==> src/rtl/store_controller_if.sv <==
// Store-buffer pull channel and data-memory write bus seen by store_controller.
// The slave modport is the controller's view; master is the store buffer plus bus side.
interface store_controller_if;
    logic        st_request_i;
    logic [31:0] st_address_i;
    logic [31:0] st_data_i;
    logic [1:0]  st_width_i;
    logic        st_done_o;
    logic        st_error_o;

    logic        bus_write_o;
    logic [31:0] bus_address_o;
    logic [31:0] bus_data_o;
    logic [3:0]  bus_byte_en_o;
    logic        bus_ready_i;
    logic        bus_done_i;
    logic        bus_error_i;

    modport slave (
        input  st_request_i, st_address_i, st_data_i, st_width_i,
        output st_done_o, st_error_o,
        output bus_write_o, bus_address_o, bus_data_o, bus_byte_en_o,
        input  bus_ready_i, bus_done_i, bus_error_i
    );

    modport master (
        output st_request_i, st_address_i, st_data_i, st_width_i,
        input  st_done_o, st_error_o,
        input  bus_write_o, bus_address_o, bus_data_o, bus_byte_en_o,
        output bus_ready_i, bus_done_i, bus_error_i
    );
endinterface

==> src/rtl/store_controller.sv <==
// Turns one pending store into byte-lane-aligned word writes and reports completion.
// Define MISALIGNED_SPLIT_EN to accept any offset/width, splitting word-crossing stores in two.
module store_controller #(
    parameter int unsigned TIMEOUT_CYCLES = 255
) (
    input logic               clk_i,
    input logic               rst_n_i,
    store_controller_if.slave ctrl_bus
);

    typedef enum logic [2:0] {StIdle, StIssue, StWait, StNext, StResp} state_e;

    localparam logic [15:0] TimeoutMax = 16'(TIMEOUT_CYCLES);

    state_e      state_q;
    logic [15:0] timeout_cnt_q;
    logic        reject_q;
    logic        st_done_q;
    logic        st_error_q;
    logic        bus_write_q;
    logic [31:0] bus_address_q;
    logic [31:0] bus_data_q;
    logic [3:0]  bus_byte_en_q;

`ifdef MISALIGNED_SPLIT_EN
    logic [29:0] word_addr_q;
    logic [31:0] hi_data_q;
    logic [3:0]  hi_en_q;
    logic        beat1_q;
    logic [7:0]  ext_en;
    logic [63:0] ext_data;
`else
    logic        misaligned;
`endif

    logic [1:0]  off;
    logic [3:0]  mask;
    logic [31:0] data_masked;
    logic [3:0]  lo_en;
    logic [31:0] lo_data;
    logic        bad_req;

    // Lane placement is computed straight from the request so beat 0 is ready at T+1.
    always_comb begin
        off = ctrl_bus.st_address_i[1:0];
        case (ctrl_bus.st_width_i)
            2'b00: begin
                mask        = 4'b0001;
                data_masked = {24'h0, ctrl_bus.st_data_i[7:0]};
            end
            2'b01: begin
                mask        = 4'b0011;
                data_masked = {16'h0, ctrl_bus.st_data_i[15:0]};
            end
            default: begin
                mask        = 4'b1111;
                data_masked = ctrl_bus.st_data_i;
            end
        endcase
`ifdef MISALIGNED_SPLIT_EN
        ext_en   = {4'b0000, mask} << off;
        ext_data = {32'h0, data_masked} << {off, 3'b000};
        lo_en    = ext_en[3:0];
        lo_data  = ext_data[31:0];
        bad_req  = (ctrl_bus.st_width_i == 2'b11);
`else
        misaligned = ((ctrl_bus.st_width_i == 2'b01) && off[0]) ||
                     ((ctrl_bus.st_width_i == 2'b10) && (off != 2'b00));
        // Only naturally aligned stores reach the bus, so nothing spills past lane 3.
        lo_en    = mask << off;
        lo_data  = data_masked << {off, 3'b000};
        bad_req  = (ctrl_bus.st_width_i == 2'b11) || misaligned;
`endif
    end

    always_ff @(posedge clk_i or negedge rst_n_i) begin
        if (!rst_n_i) begin
            state_q       <= StIdle;
            timeout_cnt_q <= 16'h0;
            reject_q      <= 1'b0;
            st_done_q     <= 1'b0;
            st_error_q    <= 1'b0;
            bus_write_q   <= 1'b0;
            bus_address_q <= 32'h0;
            bus_data_q    <= 32'h0;
            bus_byte_en_q <= 4'h0;
`ifdef MISALIGNED_SPLIT_EN
            word_addr_q   <= 30'h0;
            hi_data_q     <= 32'h0;
            hi_en_q       <= 4'h0;
            beat1_q       <= 1'b0;
`endif
        end else begin
            unique case (state_q)
                StIdle: begin
                    if (ctrl_bus.st_request_i) begin
                        state_q  <= StIssue;
                        reject_q <= bad_req;
                        if (!bad_req) begin
                            bus_write_q   <= 1'b1;
                            bus_address_q <= {ctrl_bus.st_address_i[31:2], 2'b00};
                            bus_data_q    <= lo_data;
                            bus_byte_en_q <= lo_en;
                        end
`ifdef MISALIGNED_SPLIT_EN
                        word_addr_q <= ctrl_bus.st_address_i[31:2];
                        hi_data_q   <= ext_data[63:32];
                        hi_en_q     <= ext_en[7:4];
                        beat1_q     <= 1'b0;
`endif
                    end
                end
                StIssue: begin
                    // A rejected request passes through here only to give done at T+2.
                    if (reject_q) begin
                        st_done_q  <= 1'b1;
                        st_error_q <= 1'b1;
                        state_q    <= StResp;
                    end else if (ctrl_bus.bus_ready_i) begin
                        bus_write_q   <= 1'b0;
                        timeout_cnt_q <= 16'h0;
                        state_q       <= StWait;
                    end
                end
                StWait: begin
                    if (ctrl_bus.bus_done_i) begin
                        if (ctrl_bus.bus_error_i) begin
                            st_done_q  <= 1'b1;
                            st_error_q <= 1'b1;
                            state_q    <= StResp;
`ifdef MISALIGNED_SPLIT_EN
                        end else if (!beat1_q && (hi_en_q != 4'h0)) begin
                            state_q <= StNext;
`endif
                        end else begin
                            st_done_q  <= 1'b1;
                            st_error_q <= 1'b0;
                            state_q    <= StResp;
                        end
                    end else begin
                        timeout_cnt_q <= timeout_cnt_q + 16'd1;
                        if ((timeout_cnt_q + 16'd1) >= TimeoutMax) begin
                            st_done_q  <= 1'b1;
                            st_error_q <= 1'b1;
                            state_q    <= StResp;
                        end
                    end
                end
                StNext: begin
`ifdef MISALIGNED_SPLIT_EN
                    beat1_q       <= 1'b1;
                    bus_write_q   <= 1'b1;
                    bus_address_q <= {word_addr_q + 30'd1, 2'b00};
                    bus_data_q    <= hi_data_q;
                    bus_byte_en_q <= hi_en_q;
                    state_q       <= StIssue;
`else
                    state_q <= StIdle;
`endif
                end
                StResp: begin
                    st_done_q  <= 1'b0;
                    st_error_q <= 1'b0;
                    reject_q   <= 1'b0;
                    state_q    <= StIdle;
                end
                default: state_q <= StIdle;
            endcase
        end
    end

    assign ctrl_bus.st_done_o     = st_done_q;
    assign ctrl_bus.st_error_o    = st_error_q;
    assign ctrl_bus.bus_write_o   = bus_write_q;
    assign ctrl_bus.bus_address_o = bus_address_q;
    assign ctrl_bus.bus_data_o    = bus_data_q;
    assign ctrl_bus.bus_byte_en_o = bus_byte_en_q;

endmodule

==> src/flat_wrapper.sv <==
// flat-port wrapper written by rule: the top's interface ports become plain ports
module store_controller_flat 
#(
    parameter int unsigned TIMEOUT_CYCLES = 255
)
  (clk_i, rst_n_i, ctrl_bus_st_request_i, ctrl_bus_st_address_i, ctrl_bus_st_data_i, ctrl_bus_st_width_i, ctrl_bus_st_done_o, ctrl_bus_st_error_o, ctrl_bus_bus_write_o, ctrl_bus_bus_address_o, ctrl_bus_bus_data_o, ctrl_bus_bus_byte_en_o, ctrl_bus_bus_ready_i, ctrl_bus_bus_done_i, ctrl_bus_bus_error_i);
  store_controller_if ctrl_bus_i ();
  input logic clk_i;
  input logic rst_n_i;
  input wire logic [$bits(ctrl_bus_i.st_request_i)-1:0] ctrl_bus_st_request_i;
  input wire logic [$bits(ctrl_bus_i.st_address_i)-1:0] ctrl_bus_st_address_i;
  input wire logic [$bits(ctrl_bus_i.st_data_i)-1:0] ctrl_bus_st_data_i;
  input wire logic [$bits(ctrl_bus_i.st_width_i)-1:0] ctrl_bus_st_width_i;
  output wire logic [$bits(ctrl_bus_i.st_done_o)-1:0] ctrl_bus_st_done_o;
  output wire logic [$bits(ctrl_bus_i.st_error_o)-1:0] ctrl_bus_st_error_o;
  output wire logic [$bits(ctrl_bus_i.bus_write_o)-1:0] ctrl_bus_bus_write_o;
  output wire logic [$bits(ctrl_bus_i.bus_address_o)-1:0] ctrl_bus_bus_address_o;
  output wire logic [$bits(ctrl_bus_i.bus_data_o)-1:0] ctrl_bus_bus_data_o;
  output wire logic [$bits(ctrl_bus_i.bus_byte_en_o)-1:0] ctrl_bus_bus_byte_en_o;
  input wire logic [$bits(ctrl_bus_i.bus_ready_i)-1:0] ctrl_bus_bus_ready_i;
  input wire logic [$bits(ctrl_bus_i.bus_done_i)-1:0] ctrl_bus_bus_done_i;
  input wire logic [$bits(ctrl_bus_i.bus_error_i)-1:0] ctrl_bus_bus_error_i;
  assign ctrl_bus_i.st_request_i = ctrl_bus_st_request_i;
  assign ctrl_bus_i.st_address_i = ctrl_bus_st_address_i;
  assign ctrl_bus_i.st_data_i = ctrl_bus_st_data_i;
  assign ctrl_bus_i.st_width_i = ctrl_bus_st_width_i;
  assign ctrl_bus_st_done_o = ctrl_bus_i.st_done_o;
  assign ctrl_bus_st_error_o = ctrl_bus_i.st_error_o;
  assign ctrl_bus_bus_write_o = ctrl_bus_i.bus_write_o;
  assign ctrl_bus_bus_address_o = ctrl_bus_i.bus_address_o;
  assign ctrl_bus_bus_data_o = ctrl_bus_i.bus_data_o;
  assign ctrl_bus_bus_byte_en_o = ctrl_bus_i.bus_byte_en_o;
  assign ctrl_bus_i.bus_ready_i = ctrl_bus_bus_ready_i;
  assign ctrl_bus_i.bus_done_i = ctrl_bus_bus_done_i;
  assign ctrl_bus_i.bus_error_i = ctrl_bus_bus_error_i;
  store_controller #(.TIMEOUT_CYCLES(TIMEOUT_CYCLES)) u_core (.clk_i(clk_i), .rst_n_i(rst_n_i), .ctrl_bus(ctrl_bus_i));
endmodule
==> config.mk <==
export PLATFORM = sky130hd
export DESIGN_NAME = store_controller_flat
export DESIGN_NICKNAME = d
export VERILOG_FILES = /design/src/rtl/store_controller_if.sv /design/src/rtl/store_controller.sv /design/src/flat_wrapper.sv
export SDC_FILE = /design/constraint.sdc
export NUM_CORES = 1
export LEC_CHECK = 0
export CAP_MARGIN = 0
export CORE_MARGIN = 2
export CORE_UTILIZATION = 35
export CTS_CLUSTER_SIZE = 24
export DETAILED_ROUTE_END_ITERATION = 8
export DONT_BUFFER_PORTS = 1
export HOLD_SLACK_MARGIN = 0.02
export PLACE_DENSITY = 0.49
export SKIP_CTS_REPAIR_TIMING = 1
export SYNTH_ARGS = -nofsm -noshare
export SYNTH_HDL_FRONTEND = slang
export SYNTH_SLANG_ARGS = --single-unit
==> constraint.sdc <==
create_clock -name clk_i -period 3.6 [get_ports clk_i]
set_input_delay 0.18 -clock clk_i [delete_from_list [all_inputs] [get_ports clk_i]]
set_output_delay 0.18 -clock clk_i [all_outputs]
set_load 0.05 [all_outputs]
==> out/qor.log <==
INFO  floorplanning  core_rows=40
INFO  worst_setup_path crit_path_max_incr_delay=730ps
INFO  place          place.detailed.hpwl=7.46mm
INFO  global_route   top_usage_layer=met2
INFO  sta            rsz0062_at_grt=no
INFO  synthesis      ys_dominant_reg_cell=dfrtp_1
INFO  cts            clk_pin_slew=70ps
INFO  floorplanning  die_height=116microns
INFO  sta            setup_viol=0
INFO  sta            period_share=0.646
INFO  cts            clock_tree.htree_level_count=3
INFO  synthesis      postSynthRegisterBits=89
INFO  detailed_routing wl_per_cell=17.7microns
INFO  worst_setup_path critical-path-slowest-cell=or4b_4
INFO  cts            cts_buffer_depth=2
INFO  global_route   first_global_vias=3153
INFO  global_route   grt_use_met1=0.206
INFO  sta            max-slew-margin-rel=0.245
INFO  status         status=finished, final reports clean
INFO  synthesis      syn-cell-area=0.00439sqmm
INFO  floorplanning  start_util=0.362
INFO  sta            finalWorstPathRequiredPeriod=2330ps
INFO  hold_path      timing.hold.worst.class=in2reg
INFO  cts            cts_tree=built
INFO  worst_setup_path arrival=2540ps
INFO  worst_setup_path setup.worst_path.end_class=register
INFO  detailed_routing drt_iter0_markers=155
INFO  power_and_ir_drop powerDensity=904mW/mm^2
INFO  synthesis      yosys_warnings=0
INFO  floorplanning  die-area=0.0134sqmm
INFO  finish         finalNetCount=541
INFO  finish         seq_area=0.00223sqmm
INFO  power_and_ir_drop max-vdd-ir-drop=461uV
INFO  cts            cts_sinks=89
INFO  place          gpl.final_weighted_congestion=0.828
INFO  sta            fmax=430MHz
INFO  sta            fin_tns_setup=0ps
INFO  finish         final.fill_count=1182
INFO  synthesis      synthTopCellsByArea=dfrtp_1 (51%), mux2_2 (8.2%), o21ai_0 (7.2%)
INFO  sta            timing.clock.skew=7.83ps
INFO  worst_setup_path cp.required=3820ps
INFO  worst_setup_path critPathKind=reg2reg
INFO  place          port_buffers=0
INFO  floorplanning  die_w=116microns
INFO  global_route   grt.met2_usage=0.245
INFO  worst_setup_path crit_path_start_kind=register
INFO  worst_setup_path critical_path.most_common_cell=o21ai_0
INFO  detailed_routing detail_route.drc_violations=0
INFO  cts            clock_insertion_delay_worst_skew=340ps
INFO  global_route   grt_pass1_wl=16.8mm
INFO  global_route   globalRouteTotalUtil=0.163
INFO  global_route   pin_count_of_the_biggest_net_entering_global_routing=101
INFO  finish         num_antenna_cells=0
INFO  finish         layout-area-overhead-vs-synth=18.1%
INFO  synthesis      yosys.cell_types.count=52
INFO  global_route   grt.met3_usage=0.0701
INFO  finish         drive_gt1_frac=0.123
INFO  detailed_routing firstDrtPassIters=4
INFO  sta            timing_worst_slew_pin_value=1120ps
INFO  flow_run       cap_violations=0
INFO  detailed_routing drt_wl_total=11.3mm
INFO  synthesis      postSynthAreaPerCell=9.82squm
INFO  synthesis      synth_top_area_share=0.508
INFO  floorplanning  io_pins=143
INFO  power_and_ir_drop total_leakage_power=2.23nW
INFO  sta            finalHoldWorstSlack=10.1ps
INFO  cts            clock_tree.root_cell=clkbuf_16
INFO  detailed_routing vias=3384
INFO  synthesis      synth-seq-area-share=0.508
INFO  detailed_routing route.antenna.remaining_nets=0
INFO  synthesis      cell_taking_the_most_area_after_synthesis=dfrtp_1
INFO  synthesis      synthCells=447
INFO  worst_setup_path critPathMaxFanout=20
INFO  detailed_routing vias_per_instance=5.29
INFO  synthesis      postSynth.asyncResetShare=1.00
INFO  global_route   global_route.overflow_total=0
INFO  global_route   grt_antenna_before_repair=0
INFO  cts            tritoncts.num_buffers=9
INFO  sta            report.final.slew_viol_count=0
INFO  finish         area_used_by_multi_input_combinational_logic=0.00201sqmm
INFO  worst_setup_path cells_along_the_critical_path=or4b_4, o21ai_0, o21ai_1, o21ai_0, o31ai_1
INFO  sta            final_hold_viol_count=0
INFO  floorplanning  floorplan.core_area=0.0121sqmm
INFO  synthesis      synth-edff-count=0
-- report_power, final --
group / switching, mW / internal, mW
registers: 1.64 / 1.37
clock network: 0.398 / 0.559
logic: 0.357 / 0.366
total: 2.39 / 2.29
-- critical path, delay by kind of cell, from the launching register on --
family / cells / cell delay, ps
AO/OA/AOI/OAI: 4 / 950
AND/OR/NAND/NOR: 1 / 730
flip-flops: 1 / 530
-- flip-flops by register name, summed over array words and instances (netlist names) --
signal / flops
u_core.ctrl_bus.bus_address_o: 30
u_core.ctrl_bus.bus_byte_en_o: 4
u_core.ctrl_bus.bus_data_o: 32
u_core.ctrl_bus.bus_write_o: 1
u_core.ctrl_bus.st_done_o: 1
u_core.ctrl_bus.st_error_o: 1
u_core.reject_q: 1
u_core.state_q: 3
u_core.timeout_cnt_q: 16
-- Yosys cell counts (all sizes together) (2+ instances only) --
library cell / instances
o21ai: 66
a31oi: 5
a32oi: 9
nor2: 32
nand4: 6
ha: 2
inv: 2
buf: 15
o31ai: 9
mux2i: 11
a21oi: 19
and2: 2
nand2: 78
o22a: 2
nand3: 9
and3: 2
nand3b: 8
dfrtp: 89
mux2: 32
nor4: 2
clkbuf: 18
or3: 2
xor2: 4
nand2b: 2
nor3: 5
-- cells by family after synthesis --
group / count (synthesis) / share of synthesized area
simple gates: 156 / 0.176
mux: 43 / 0.107
other cells: 1 / 0.000855
xor+xnor: 4 / 0.00798
fa+ha+maj: 2 / 0.00570
compound gates: 117 / 0.157
flops: 89 / 0.508
buf+inv: 35 / 0.0379
-- per-stage QoR --
stage,setup WS (ps),total power [mW],util,instance area [sq um],instances
floorplan,1680,3.51,-,4390,448
global placement,1270,3.67,0.368,4460,583
detailed placement,1200,3.71,0.368,4460,583
CTS,1260,4.68,0.393,4760,599
global route,1040,4.93,0.428,5180,640
finish,1270,4.69,0.428,5180,640
-- metal layers --
metal	share of wire	routed length, microns
met3	0.097	1100
met5	0	0
met2	0.47	5320
met4	0.016	183
met1	0.42	4730
-- cells in the final DEF, fill, tap and decap left out, drive strengths merged, types with 3 or more instances in the layout --
cell	synthesis	routed
a31oi	5	5
nand3b	8	8
nand3	9	9
a32oi	9	9
dlygate4sd3	0	40
clkbuf	18	12
xor2	4	4
mux2	32	32
nand2	78	78
o31ai	9	9
nor2	32	32
nand4	6	6
o21ai	66	66
dfrtp	89	89
clkinv	0	3
a21oi	19	19
nor3	5	5
mux2i	11	11
-- area by class of cell --
class                      count  share of cell area
tap                          168              0.0406
multi-input combinational    324               0.388
inverter                       2             0.00145
sequential                    89               0.430
clock inverter                 4              0.0101
clock buffer                  12              0.0476
timing repair buffer          41              0.0825
-- final timing paths --
kind                                     startpoint                                end  slack [ps]  cells past startpoint
setup / recovery                  u_core.state_q[2]           u_core.timeout_cnt_q[11]        1270                      5
hold / removal                 ctrl_bus_bus_ready_i                  u_core.state_q[1]          10                      2
setup reg to reg                  u_core.state_q[2]           u_core.timeout_cnt_q[11]        1270                      5
hold reg to reg            u_core.timeout_cnt_q[15]           u_core.timeout_cnt_q[15]         540                      1
max in group asynchronous                   rst_n_i      u_core.ctrl_bus.bus_data_o[8]        2810                      2
min in group asynchronous                   rst_n_i  u_core.ctrl_bus.bus_address_o[25]         420                      2
Note: power is estimated with default switching activity, not from simulation.
